===== config.mk =====
export PLATFORM = sky130hd
export DESIGN_NAME = struct_byte_write_seq_flat
export DESIGN_NICKNAME = d
export VERILOG_FILES = /design/src/rtl/struct_byte_write_seq_if.sv /design/src/rtl/struct_byte_write_seq.sv /design/src/flat_wrapper.sv
export SDC_FILE = /design/constraint.sdc
export NUM_CORES = 1
export LEC_CHECK = 0
export CORE_UTILIZATION = 40
export DETAILED_ROUTE_END_ITERATION = 7
export PLACE_DENSITY = 0.66
export SYNTH_ARGS = -nofsm -noshare
export SYNTH_HDL_FRONTEND = slang
export SYNTH_SLANG_ARGS = --single-unit

===== constraint.sdc =====
create_clock -name clk -period 14.4 [get_ports clk]
set_input_delay 3.6 -clock clk [delete_from_list [all_inputs] [get_ports clk]]
set_output_delay 3.6 -clock clk [all_outputs]
set_load 0.03 [all_outputs]

===== src/rtl/struct_byte_write_seq_if.sv =====
// Request/observation bundle for struct_byte_write_seq: the producer drives the
// req_* group, the sequencer drives ready, the packed struct and status flags.
interface struct_byte_write_seq_if #(
  parameter int NBYTES = 8,
  parameter int FILLW  = 16
);
  localparam int IW = $clog2(NBYTES);
  localparam int LW = $clog2(NBYTES) + 1;
  localparam int SW = 8 * NBYTES + FILLW;

  // Handshake: a request transfers on a rising edge where req_valid && req_ready.
  // The producer holds all req_* fields stable while req_valid is high and not yet
  // accepted; req_ready depends only on the sequencer state, never on req_valid.
  logic              req_valid;
  logic              req_ready;
  logic [IW-1:0]     req_idx;
  logic [LW-1:0]     req_len;
  logic [8*NBYTES-1:0] req_data;
  logic              req_fill_we;
  logic [FILLW-1:0]  req_fill_data;
  logic [SW-1:0]     state_out;
  logic              busy;
  logic              done;
  logic              err;
  logic [1:0]        dbg_state;

  modport master (
    output req_valid, req_idx, req_len, req_data, req_fill_we, req_fill_data,
    input  req_ready, state_out, busy, done, err, dbg_state
  );

  modport slave (
    input  req_valid, req_idx, req_len, req_data, req_fill_we, req_fill_data,
    output req_ready, state_out, busy, done, err, dbg_state
  );
endinterface


===== src/rtl/struct_byte_write_seq.sv =====
// Serialises range-checked multi-byte slice writes into a packed {a[], b} struct,
// one byte element per cycle, with an optional filler update on the last byte.
module struct_byte_write_seq #(
  parameter int NBYTES = 8,
  parameter int FILLW  = 16,
  parameter int IW     = $clog2(NBYTES),
  parameter int LW     = $clog2(NBYTES) + 1
) (
  input logic                     clk,
  input logic                     rst,
  struct_byte_write_seq_if.slave  bus
);

  typedef enum logic [1:0] {
    S_IDLE  = 2'd0,
    S_WRITE = 2'd1,
    S_DONE  = 2'd2
  } fsm_e;

  typedef struct packed {
    logic [NBYTES-1:0][7:0] a;
    logic [FILLW-1:0]       b;
  } st_t;

  localparam logic [LW:0] NB_L = (LW+1)'(NBYTES);

  fsm_e                   fsm_q, fsm_d;
  st_t                    st_q, st_d;
  logic [IW-1:0]          idx_q, idx_d;
  logic [LW-1:0]          len_q, len_d;
  logic [NBYTES-1:0][7:0] data_q, data_d;
  logic                   fw_q, fw_d;
  logic [FILLW-1:0]       fd_q, fd_d;
  logic [IW-1:0]          cnt_q, cnt_d;
  logic                   err_q, err_d;

  logic                   ready;
  logic                   busy;
  logic                   done;
  logic [LW:0]            end_sum;
  logic                   bad_req;
  logic [IW-1:0]          widx;
  logic                   last;

  // End index is formed one bit wider than the length so idx+len never wraps.
  assign end_sum = {1'b0, {1'b0, bus.req_idx}} + {1'b0, bus.req_len};
  assign bad_req = (bus.req_len == '0) || (end_sum > NB_L);
  assign widx    = idx_q + cnt_q;
  assign last    = ({1'b0, cnt_q} + LW'(1)) == len_q;

  always_comb begin
    fsm_d  = fsm_q;
    st_d   = st_q;
    idx_d  = idx_q;
    len_d  = len_q;
    data_d = data_q;
    fw_d   = fw_q;
    fd_d   = fd_q;
    cnt_d  = cnt_q;
    err_d  = 1'b0;
    ready  = 1'b0;
    busy   = 1'b0;
    done   = 1'b0;
    case (fsm_q)
      S_IDLE: begin
        ready = 1'b1;
        if (bus.req_valid) begin
          if (bad_req) begin
            err_d = 1'b1;
          end else begin
            idx_d  = bus.req_idx;
            len_d  = bus.req_len;
            data_d = bus.req_data;
            fw_d   = bus.req_fill_we;
            fd_d   = bus.req_fill_data;
            cnt_d  = '0;
            fsm_d  = S_WRITE;
          end
        end
      end
      S_WRITE: begin
        busy         = 1'b1;
        st_d.a[widx] = data_q[cnt_q];
        if (last) begin
          if (fw_q) st_d.b = fd_q;
          cnt_d = '0;
          fsm_d = S_DONE;
        end else begin
          cnt_d = cnt_q + IW'(1);
        end
      end
      S_DONE: begin
        done  = 1'b1;
        fsm_d = S_IDLE;
      end
      default: fsm_d = S_IDLE;
    endcase
  end

  always_ff @(posedge clk or posedge rst) begin
    if (rst) begin
      fsm_q  <= S_IDLE;
      st_q   <= '0;
      idx_q  <= '0;
      len_q  <= '0;
      data_q <= '0;
      fw_q   <= 1'b0;
      fd_q   <= '0;
      cnt_q  <= '0;
      err_q  <= 1'b0;
    end else begin
      fsm_q  <= fsm_d;
      st_q   <= st_d;
      idx_q  <= idx_d;
      len_q  <= len_d;
      data_q <= data_d;
      fw_q   <= fw_d;
      fd_q   <= fd_d;
      cnt_q  <= cnt_d;
      err_q  <= err_d;
    end
  end

  assign bus.req_ready = ready;
  assign bus.busy      = busy;
  assign bus.done      = done;
  assign bus.err       = err_q;
  assign bus.state_out = st_q;
  assign bus.dbg_state = fsm_q;

endmodule


===== src/flat_wrapper.sv =====
// flat-port wrapper written by rule: the top's interface ports become plain ports
module struct_byte_write_seq_flat 
#(
  parameter int NBYTES = 8,
  parameter int FILLW  = 16,
  parameter int IW     = $clog2(NBYTES),
  parameter int LW     = $clog2(NBYTES) + 1
)
  (clk, rst, bus_req_valid, bus_req_idx, bus_req_len, bus_req_data, bus_req_fill_we, bus_req_fill_data, bus_req_ready, bus_state_out, bus_busy, bus_done, bus_err, bus_dbg_state);
  struct_byte_write_seq_if #(.NBYTES(NBYTES), .FILLW(FILLW)) bus_i ();
  input logic clk;
  input logic rst;
  input wire logic [$bits(bus_i.req_valid)-1:0] bus_req_valid;
  input wire logic [$bits(bus_i.req_idx)-1:0] bus_req_idx;
  input wire logic [$bits(bus_i.req_len)-1:0] bus_req_len;
  input wire logic [$bits(bus_i.req_data)-1:0] bus_req_data;
  input wire logic [$bits(bus_i.req_fill_we)-1:0] bus_req_fill_we;
  input wire logic [$bits(bus_i.req_fill_data)-1:0] bus_req_fill_data;
  output wire logic [$bits(bus_i.req_ready)-1:0] bus_req_ready;
  output wire logic [$bits(bus_i.state_out)-1:0] bus_state_out;
  output wire logic [$bits(bus_i.busy)-1:0] bus_busy;
  output wire logic [$bits(bus_i.done)-1:0] bus_done;
  output wire logic [$bits(bus_i.err)-1:0] bus_err;
  output wire logic [$bits(bus_i.dbg_state)-1:0] bus_dbg_state;
  assign bus_i.req_valid = bus_req_valid;
  assign bus_i.req_idx = bus_req_idx;
  assign bus_i.req_len = bus_req_len;
  assign bus_i.req_data = bus_req_data;
  assign bus_i.req_fill_we = bus_req_fill_we;
  assign bus_i.req_fill_data = bus_req_fill_data;
  assign bus_req_ready = bus_i.req_ready;
  assign bus_state_out = bus_i.state_out;
  assign bus_busy = bus_i.busy;
  assign bus_done = bus_i.done;
  assign bus_err = bus_i.err;
  assign bus_dbg_state = bus_i.dbg_state;
  struct_byte_write_seq #(.NBYTES(NBYTES), .FILLW(FILLW), .IW(IW), .LW(LW)) u_core (.clk(clk), .rst(rst), .bus(bus_i));
endmodule

==> qor.txt, run 1 <==
Setup TNS -> 0 ns
Total Nets Final -> 728
Vias per cell -> 4.83
Hpwl dp -> 11500 µm
Post-synth top flop -> dfrtp_1
Starting density of the core -> 41.0%
FF-to-FF path depth -> 6
Status -> finished clean
Max clock buf depth -> 2
Die Span X -> 141 µm
Total chip power -> 983 µW
FF+latch count, synth -> 174
Pwr dens -> 95.6 nW/µm²
CTS tree -> done
Arrival time worst endpoint -> 7.15 ns
Worst r2r dst -> u_core.data_q[55]
P_int -> 777 µW
Routed wire length -> 16000 µm
CP endpoint kind -> register
Leak Pwr -> 5.09 nW
Buffer count from post-CTS setup fixing -> 0
Layout cell share with drive strength beyond 1 -> 36.4%
Vias in the first global route -> 4752
Worst path slowest cell -> buf_4
Place WS -> 7.12 ns
Max Slew Vio Count -> 0
Largest stage delay on the critical path -> 0.86 ns
GRT Util Overall -> 17.0%
Io pins -> 177
Setup-failing EPs final -> 0
Seq/Total Area, Yosys -> 56.5%
Cts repair resizes -> 0
Vias -> 4357
Clk Latency, worst-skew pair -> 0.42 ns
Ys async rst share -> 100%
Avg Inst Size Synth -> 17.3 µm²
VDD IR max -> 0.0000748 V
DR DRC count -> 0
Remaining global-route overflow -> 0
Routed Antenna Nets -> 0
Met3 Wirelength -> 1130 µm
Net switching power -> 206 µW
Relative slew slack -> 34.4%
Std-Cell Rows -> 50
Comb pwr share -> 4.2%
Commonest non-fill, non-tap cell in the layout -> clkdlybuf4s50_1
Period utilisation layout -> 47.6%
Met2 WL -> 7440 µm
WL met1 -> 7270 µm
EDFF count, synth -> 0
Clock transition at the registers of the reported paths -> 0.06 ns
CTS Buf Count -> 17
Final worst path period need -> 6.85 ns
Crit-path max FO -> 54
Final Skew -> 0.00728 ns
Critical path's most frequent cell -> buf_4
Top Layer Used -> met4
Netlist Area Pre-Place -> 7710 µm²
Hold Crit Depth -> 1
Core area -> 18800 µm²
Largest net degree at the start of global routing -> 100
Worst min-delay path category -> register to register
Post-DR wirelength/cell -> 17.7 µm
Clock sink total -> 174
Worst Tran Pin Value -> 0.984 ns
Peak Freq -> 146 MHz
Area Overhead vs Synth -> 33.2%
Worst-path cell chain -> clkdlybuf4s50_1 > ha_1 > inv_1 > fa_1 > nor2b_2 > nor2_1 > a211oi_1 > o21ai_4 > buf_4 > buf_4 > mux2_4
CP Class -> primary input to register
Switching Share -> 21.0%
Required @ worst endpoint -> 14.70 ns
Synth warn -> 0
First-pass DRT Iterations -> 4
Seq pwr share -> 49.7%
First-pass GRT wire length -> 25900 µm
GPL Wtd Cong -> 0.776
Number of port buffers -> 176
Die area -> 19800 µm²
CTS H-tree lvls -> 4
CP Launch Type -> primary input
Final worst slack -> 7.55 ns
RSZ-0062 raised after global routing -> no
Final Hold Viols -> 0
Hold Path End -> u_core.bus.state_out[63]
Yosys cell types -> 42
Chip height -> 141 µm
R2R Setup Slk -> 11.66 ns
Most frequent cells in the layout -> clkdlybuf4s50_1 (176), dfrtp_1 (174), mux2_2 (88)
Clk root buf -> clkbuf_16
Hold path startpoint -> u_core.bus.state_out[63]
Cell count after synthesis -> 446
Initial antenna violation count -> 0
CTS Hold Bufs -> 0
Clock Power Share -> 46.1%
Synth Net Count -> 544
Ant. Diodes -> 0
Max Cap Viol -> 0
1st-iter DRT viols -> 167
Reg2reg start -> u_core.bus.dbg_state[0]
[kinds of logic (layout without fill, tap and decap cells)]
group | count (synthesis) | count (layout) | share of synthesized area [%]
mux | 191 | 191 | 34.8
buf+inv | 22 | 219 | 2.40
compound gates | 10 | 10 | 1.17
xor+xnor | 9 | 9 | 1.31
fa+ha+maj | 7 | 7 | 1.33
flops | 174 | 174 | 56.5
simple gates | 33 | 33 | 2.48
[layer usage]
layer | vias to the layer above | GRT usage (%)
li1 | 1996 | -
met1 | 2217 | 22.2
met2 | 134 | 26.9
met3 | 10 | 6.15
met4 | 0 | 4.35
met5 | - | 0
[layout make-up]
cell class | instances | area, µm²
Clock buffer | 22 | 494
Multi-Input combinational cell | 250 | 3170
Inverter | 6 | 27.5
Tap cell | 260 | 325
Timing Repair Buffer | 181 | 1800
Clock inverter | 10 | 101
Fill cell | 1507 | 8560
Sequential cell | 174 | 4350
[power groups by stage]
stage               Sequential, mW  Clock (mW)  Combinational [mW]
floorplan                    0.498           0              0.0119
global route                 0.488       0.488              0.0450
finish                       0.489       0.453              0.0408
global placement             0.498           0              0.0408
detailed placement           0.498           0              0.0420
CTS                          0.489       0.469              0.0421
[cell usage after synthesis (2+ instances only)]
cell	n	area share, %
dfrtp_1	174	56
mux2_2	88	13
mux2_4	86	17
buf_6	11	1.6
mux4_1	9	3.1
mux4_2	7	2.0
nand2_1	7	0.34
inv_1	6	0.29
ha_1	5	0.81
nor2_1	5	0.24
xor2_1	4	0.45
nand2_2	3	0.24
nor3_1	3	0.19
a31o_2	2	0.23
and2_1	2	0.16
buf_4	2	0.19
fa_1	2	0.52
nand3_1	2	0.13
nor2_2	2	0.16
nor3b_1	2	0.19
xnor2_1	2	0.23
xnor2_2	2	0.42
[worst max-delay path: cells and delay by family]
family,cells,cell delay (ns)
AO/OA/AOI/OAI,2,0.26
adder cells (fa/ha/maj),2,0.59
multiplexers,1,0.36
buffers and inverters,4,1.97
AND/OR/NAND/NOR,2,0.27
[per-stage QoR]
stage,utilization [%],cells,cell area (µm²),hold WS (ns)
after floorplan,-,446,7710,0.473
after global placement,51.4,871,9680,0.477
after detailed placement,51.4,871,9680,0.480
after CTS,54.6,903,10300,0.495
after global routing,54.6,903,10300,0.511
final,54.6,903,10300,0.487
[how the worst max path moves through the flow]
stage	startpoint	end	slack (ns)	depth (start not counted)
2_1_floorplan	rst	u_core.bus.dbg_state[0]	6.08	1
3_3_place_gp	bus_req_len[0]	u_core.data_q[27]	7.23	11
3_5_place_dp	bus_req_len[0]	u_core.data_q[55]	7.12	11
4_1_cts	bus_req_len[0]	u_core.data_q[55]	7.57	11
5_1_grt	bus_req_len[0]	u_core.data_q[49]	7.40	11
6_report	bus_req_len[0]	u_core.data_q[55]	7.55	11
[state kept, by name, summed over array words and instances, names as in the netlist]
register,flops
u_core.idx_q,3
u_core.len_q,4
u_core.bus.dbg_state,2
u_core.fd_q,16
u_core.cnt_q,3
u_core.fw_q,1
u_core.bus.state_out,80
u_core.bus.err,1
u_core.data_q,64
Power figures use the tool's default switching activity.
==> inputs of run 2 (changes only) <==
--- a/config.mk
+++ b/config.mk
@@ -7,7 +7,7 @@
 export LEC_CHECK = 0
 export CORE_UTILIZATION = 40
 export DETAILED_ROUTE_END_ITERATION = 7
-export PLACE_DENSITY = 0.66
+export PLACE_DENSITY = 0.69
 export SYNTH_ARGS = -nofsm -noshare
 export SYNTH_HDL_FRONTEND = slang
 export SYNTH_SLANG_ARGS = --single-unit
==> constraint.sdc (replaced) <==
create_clock -name clk -period 5.8 [get_ports clk]
set_input_delay 1.45 -clock clk [delete_from_list [all_inputs] [get_ports clk]]
set_output_delay 1.45 -clock clk [all_outputs]
set_load 0.03 [all_outputs]
==> qor.txt, run 2 (synthesis results as in run 1) <==
CP Class -> primary input to register
Comb pwr share -> 4.2% (about the same)
DR DRC count -> 0 (unchanged)
Final Skew -> 0.00603 ns (-0.00125 ns)
Clock transition at the registers of the reported paths -> 0.07 ns (about the same)
Worst-path cell chain -> clkdlybuf4s50_1 > ha_1 > inv_1 > fa_1 > nor2b_2 > nor2_1 > a211oi_1 > o21ai_4 > buf_12 > mux2_4
Switching Share -> 21.8% (+0.77 points)
CTS H-tree lvls -> 4 (unchanged)
Die area -> 19800 µm² (unchanged)
Worst min-delay path category -> register to register
Hpwl dp -> 11300 µm (-1.7%)
Die Span X -> 141 µm (unchanged)
Largest stage delay on the critical path -> 0.51 ns (-0.35 ns)
Ant. Diodes -> 0 (unchanged)
GRT Util Overall -> 17.4% (+0.35 points)
Net switching power -> 537 µW (+160%)
Area after DPL -> 9700 µm² (+0.17%)
Cts repair resizes -> 0 (unchanged)
Vias in the first global route -> 4747 (-0.11%)
Status -> finished clean
Remaining global-route overflow -> 0 (unchanged)
Worst path slowest cell -> clkdlybuf4s50_1
Routed wire length -> 16300 µm (+2.3%)
Starting density of the core -> 41.0% (unchanged)
Required @ worst endpoint -> 6.11 ns (-8.59 ns)
CTS Hold Bufs -> 0 (unchanged)
CP top delay family -> buffers and inverters
Layout cell share with drive strength beyond 1 -> 36.1% (-0.25 points)
Relative slew slack -> 33.4% (-1.0 points)
Setup TNS -> 0 ns (unchanged)
Core area -> 18800 µm² (unchanged)
Clock sink total -> 174 (unchanged)
1st-iter DRT viols -> 168 (+0.60%)
Chip height -> 141 µm (unchanged)
Io pins -> 177 (unchanged)
Routed Antenna Nets -> 0 (unchanged)
Final core utilization -> 54.7% (+0.086 points)
Total Nets Final -> 727 (-0.14%)
Max clock buf depth -> 2 (unchanged)
GPL Wtd Cong -> 0.778 (+0.18%)
Max reg flops -> 80 (unchanged)
Clock Power Share -> 46.7% (+0.6 points)
Seq pwr share -> 49.2% (-0.5 points)
First-pass DRT Iterations -> 4 (unchanged)
RSZ-0062 raised after global routing -> no
Area Overhead vs Synth -> 33.4%
Peak Freq -> 253 MHz
Period utilisation layout -> 68.1%
Pwr dens -> 240 nW/µm² (+150%)
Clk root buf -> clkbuf_16
Initial antenna violation count -> 0 (unchanged)
Max Slew Vio Count -> 0 (unchanged)
Vias -> 4426 (+1.6%)
Number of port buffers -> 176 (unchanged)
Commonest non-fill, non-tap cell in the layout -> clkdlybuf4s50_1
Arrival time worst endpoint -> 4.26 ns (-2.89 ns)
Final Hold Viols -> 0 (unchanged)
First-pass GRT wire length -> 26300 µm (+1.2%)
Leak Pwr -> 5.09 nW (about the same)
Setup-failing EPs final -> 0 (unchanged)
Final worst path period need -> 3.95 ns
VDD IR max -> 0.000199 V (+170%)
CP Buf/Inv Count -> 3 (-1)
Post-DR wirelength/cell -> 18.1 µm (+2.4%)
CTS tree -> done
CTS Buf Count -> 17 (unchanged)
Most frequent cells in the layout -> clkdlybuf4s50_1 (176), dfrtp_1 (174), mux2_2 (88)
Clk Latency, worst-skew pair -> 0.42 ns (about the same)
Vias per cell -> 4.91 (+1.7%)
Std-Cell Rows -> 50 (unchanged)
Crit-path max FO -> 91 (+69%)
Buffer count from post-CTS setup fixing -> 0 (unchanged)
Largest net degree at the start of global routing -> 175 (+75%)
Max Cap Viol -> 0 (unchanged)
CP Launch Type -> primary input
Design Area, Final -> 10300 µm² (+0.16%)
Worst Tran Pin Value -> 0.999 ns (+0.0152 ns)
P_int -> 1.93 mW (+150%)
CP endpoint kind -> register
## run 2: layer usage
layer / wire, µm / global-route usage [%] / part of all wire [%] / up-vias
met2: 7530 / 26.9 / 46 / 147
li1: - / - / - / 1995
met1: 7650 / 23.4 / 47 / 2269
met3: 986 / 5.88 / 6.0 / 15
met5: 0 / 0 / 0 / -
met4: 156 / 4.46 / 0.96 / 0
## run 2: path summary, 6_finish.rpt
| path | from | to | slack (ns) | cells after the start |
|---|---|---|---|---|
| worst min register to register | u_core.data_q[11] | u_core.data_q[11] | 0.50 | 1 |
| worst max register to register | u_core.cnt_q[0] | u_core.bus.state_out[76] | 3.19 | 7 |
| min in group asynchronous | rst | u_core.bus.state_out[56] | 1.61 | 3 |
| worst max-delay path | bus_req_len[0] | u_core.data_q[6] | 1.85 | 10 |
| max in group asynchronous | rst | u_core.data_q[50] | 3.39 | 3 |
| worst min-delay path | u_core.data_q[11] | u_core.data_q[11] | 0.50 | 1 |
## run 2: per-stage QoR
| step | hold WS (ns) | setup slack (ns) | cells | power [mW] |
|---|---|---|---|---|
| 2_1_floorplan | 0.473 | 2.13 | 446 | 1.27 |
| 3_3_place_gp | 0.472 | 1.52 | 870 | 1.34 |
| 3_5_place_dp | 0.487 | 1.43 | 870 | 1.34 |
| 4_1_cts | 0.507 | 1.88 | 902 | 2.50 |
| 5_1_grt | 0.514 | 1.71 | 902 | 2.55 |
| 6_report | 0.502 | 1.85 | 902 | 2.47 |
## run 2: worst register-to-register path, delay by kind of cell (launching register included)
family	cells	cell delay, ns
flip-flops	1	0.36
XOR/XNOR	2	0.44
multiplexers	1	0.39
buffers and inverters	1	0.25
AND/OR/NAND/NOR	1	0.39
adder cells (fa/ha/maj)	2	0.66
## run 2: layout make-up
class	count	area [µm²]
clock buffer	19	443
clock inverter	13	153
fill	1504	8540
inverter	6	26.3
multi-input combinational	250	3170
sequential	174	4350
tap	260	325
timing repair buffer	180	1820
## run 2: power groups by stage
stage | registers (mW) | logic (mW) | clock network, mW
floorplan | 1.24 | 0.0297 | 0
global placement | 1.24 | 0.103 | 0
detailed placement | 1.24 | 0.106 | 0
CTS | 1.21 | 0.106 | 1.18
global route | 1.21 | 0.113 | 1.23
finish | 1.21 | 0.103 | 1.15
==> inputs of run 3 (changes only) <==
==> constraint.sdc (replaced) <==
create_clock -name clk -period 3.3 [get_ports clk]
set_input_delay 0.825 -clock clk [delete_from_list [all_inputs] [get_ports clk]]
set_output_delay 0.825 -clock clk [all_outputs]
set_load 0.03 [all_outputs]
==> qor.txt, run 3 (synthesis results as in run 1) <==
Status -> finished clean
Leak Pwr -> 5.23 nW (+2.8%)
Vias -> 4470 (+0.99%)
CTS tree -> done
Relative slew slack -> 47.7% (+14 points)
Worst Tran Pin Value -> 0.783 ns (-0.216 ns)
Final core utilization -> 56.0% (+1.4 points)
Largest net degree at the start of global routing -> 45 (-74%)
Area after DPL -> 9980 µm² (+2.9%)
Required @ worst endpoint -> 3.61 ns (-2.50 ns)
Starting density of the core -> 41.0% (unchanged)
Setup crit end -> u_core.data_q[23]
Met2 Usage GRT -> 29.9% (+3.0 points)
Final Skew -> 0.0142 ns (+0.00819 ns)
Worst min-delay path category -> register to register
Ant. Diodes -> 0 (unchanged)
Reg2reg start -> u_core.cnt_q[0]
Critical path's most frequent cell -> buf_12
CP Launch Type -> primary input
Area Overhead vs Synth -> 36.8%
Max clock buf depth -> 2 (unchanged)
Cts repair resizes -> 0 (unchanged)
Worst path slowest cell -> clkdlybuf4s50_1
Pwr dens -> 403 nW/µm² (+68%)
Total Nets Final -> 750 (+3.2%)
CP startpoint -> bus_req_len[0]
Layout cell share with drive strength beyond 1 -> 38.3% (+2.2 points)
GPL Wtd Cong -> 0.804 (+3.4%)
Arrival time worst endpoint -> 3.34 ns (-0.92 ns)
Io pins -> 177 (unchanged)
1st-iter DRT viols -> 127 (-24%)
Max Slew Vio Count -> 0 (unchanged)
Clock transition at the registers of the reported paths -> 0.07 ns (about the same)
CP Buf/Inv Count -> 5 (+2)
Chip height -> 141 µm (unchanged)
Total chip power -> 4.26 mW (+72%)
Die Span X -> 141 µm (unchanged)
Clock sink total -> 174 (unchanged)
Initial antenna violation count -> 1 (+1)
Vias in the first global route -> 5012 (+5.6%)
Clk root buf -> clkbuf_16
CP endpoint kind -> register
Vias per cell -> 4.83 (-1.5%)
Critical path depth -> 12 (+2)
CP Class -> primary input to register
Sequential cell area -> 4350 µm² (unchanged)
GRT met3 Usage -> 5.71% (-0.17 points)
Largest stage delay on the critical path -> 0.49 ns (-0.02 ns)
Fillers -> 1451 (-3.5%)
GRT Util Overall -> 18.7% (+1.4 points)
Clk Latency, worst-skew pair -> 0.43 ns (about the same)
DR DRC count -> 0 (unchanged)
CTS H-tree lvls -> 4 (unchanged)
R2R Setup Slk -> 0.92 ns (-2.27 ns)
Max Cap Viol -> 0 (unchanged)
Hpwl dp -> 12600 µm (+12%)
Top Usage Layer GRT -> met2
Worst-path cell chain -> clkdlybuf4s50_1 > ha_1 > inv_1 > fa_1 > nor2b_2 > nor2_1 > a211oi_1 > buf_4 > o21ai_4 > buf_12 > buf_12 > mux2_4
Core area -> 18800 µm² (unchanged)
VDD IR max -> 0.000371 V (+86%)
FF-to-FF path depth -> 7 (unchanged)
Final worst path period need -> 3.02 ns
Peak Freq -> 331 MHz
Worst r2r dst -> u_core.bus.state_out[10]
Design Area, Final -> 10600 µm² (+2.5%)
Met1 usage -> 24.6% (+1.2 points)
Routed wire length -> 17000 µm (+4.2%)
Most frequent cells in the layout -> clkdlybuf4s50_1 (176), dfrtp_1 (174), mux2_2 (88)
Crit-path max FO -> 12 (-87%)
Remaining global-route overflow -> 0 (unchanged)
Final Hold Viols -> 0 (unchanged)
Std-Cell Rows -> 50 (unchanged)
Setup TNS -> 0 ns (unchanged)
CTS Buf Count -> 17 (unchanged)
First-pass GRT wire length -> 28300 µm (+7.6%)
Post-DR wirelength/cell -> 18.4 µm (+1.6%)
Number of port buffers -> 176 (unchanged)
Multi-input gate area in the final layout -> 3170 µm² (unchanged)
RSZ-0062 raised after global routing -> no
Max reg flops -> 80 (unchanged)
Routed Antenna Nets -> 0 (unchanged)
First-pass DRT Iterations -> 4 (unchanged)
Die area -> 19800 µm² (unchanged)
Commonest non-fill, non-tap cell in the layout -> clkdlybuf4s50_1
Period utilisation layout -> 91.6%
Setup-failing EPs final -> 0 (unchanged)
Buffer count from post-CTS setup fixing -> 0 (unchanged)
CTS Hold Bufs -> 0 (unchanged)
CP top delay family -> buffers and inverters
==> run 3: area by class of cell <==
class,instances,area share (%)
well taps,260,3.08
multi-input cells,250,30.1
repair buffers,203,19.9
flip-flops and latches,174,41.3
clock inverters,13,1.20
clock buffers,19,4.20
inverters,6,0.249
==> run 3: routing by layer <==
layer | vias up | part of all wire, %
li1 | 2046 | -
met3 | 21 | 6.3
met5 | - | 0.076
met2 | 158 | 47
met4 | 2 | 1.3
met1 | 2243 | 46
==> run 3: worst min path at each step <==
stage | end | slack, ns | cells after the start | startpoint
2_1_floorplan | u_core.data_q[10] | 0.47 | 1 | u_core.data_q[10]
5_1_grt | u_core.bus.state_out[51] | 0.52 | 1 | u_core.bus.state_out[51]
4_1_cts | u_core.data_q[53] | 0.51 | 1 | u_core.data_q[53]
6_report | u_core.bus.state_out[63] | 0.50 | 1 | u_core.bus.state_out[63]
3_5_place_dp | u_core.data_q[43] | 0.49 | 1 | u_core.data_q[43]
3_3_place_gp | u_core.bus.state_out[63] | 0.47 | 1 | u_core.bus.state_out[63]
==> run 3: power breakdown <==
group	switching (mW)	total [mW]	internal [mW]
sequential	0	2.13	2.13
clock	0.908	1.93	1.02
combinational	0.0779	0.199	0.121
total	0.986	4.26	3.27
==> run 3: per-stage QoR <==
step / hold slack [ns] / worst slack (ns) / cells
2_1_floorplan: 0.473 / 0.250 / 446
3_3_place_gp: 0.473 / -0.116 / 893
3_5_place_dp: 0.490 / -0.155 / 893
4_1_cts: 0.509 / 0.280 / 925
5_1_grt: 0.519 / 0.155 / 925
6_report: 0.503 / 0.277 / 925
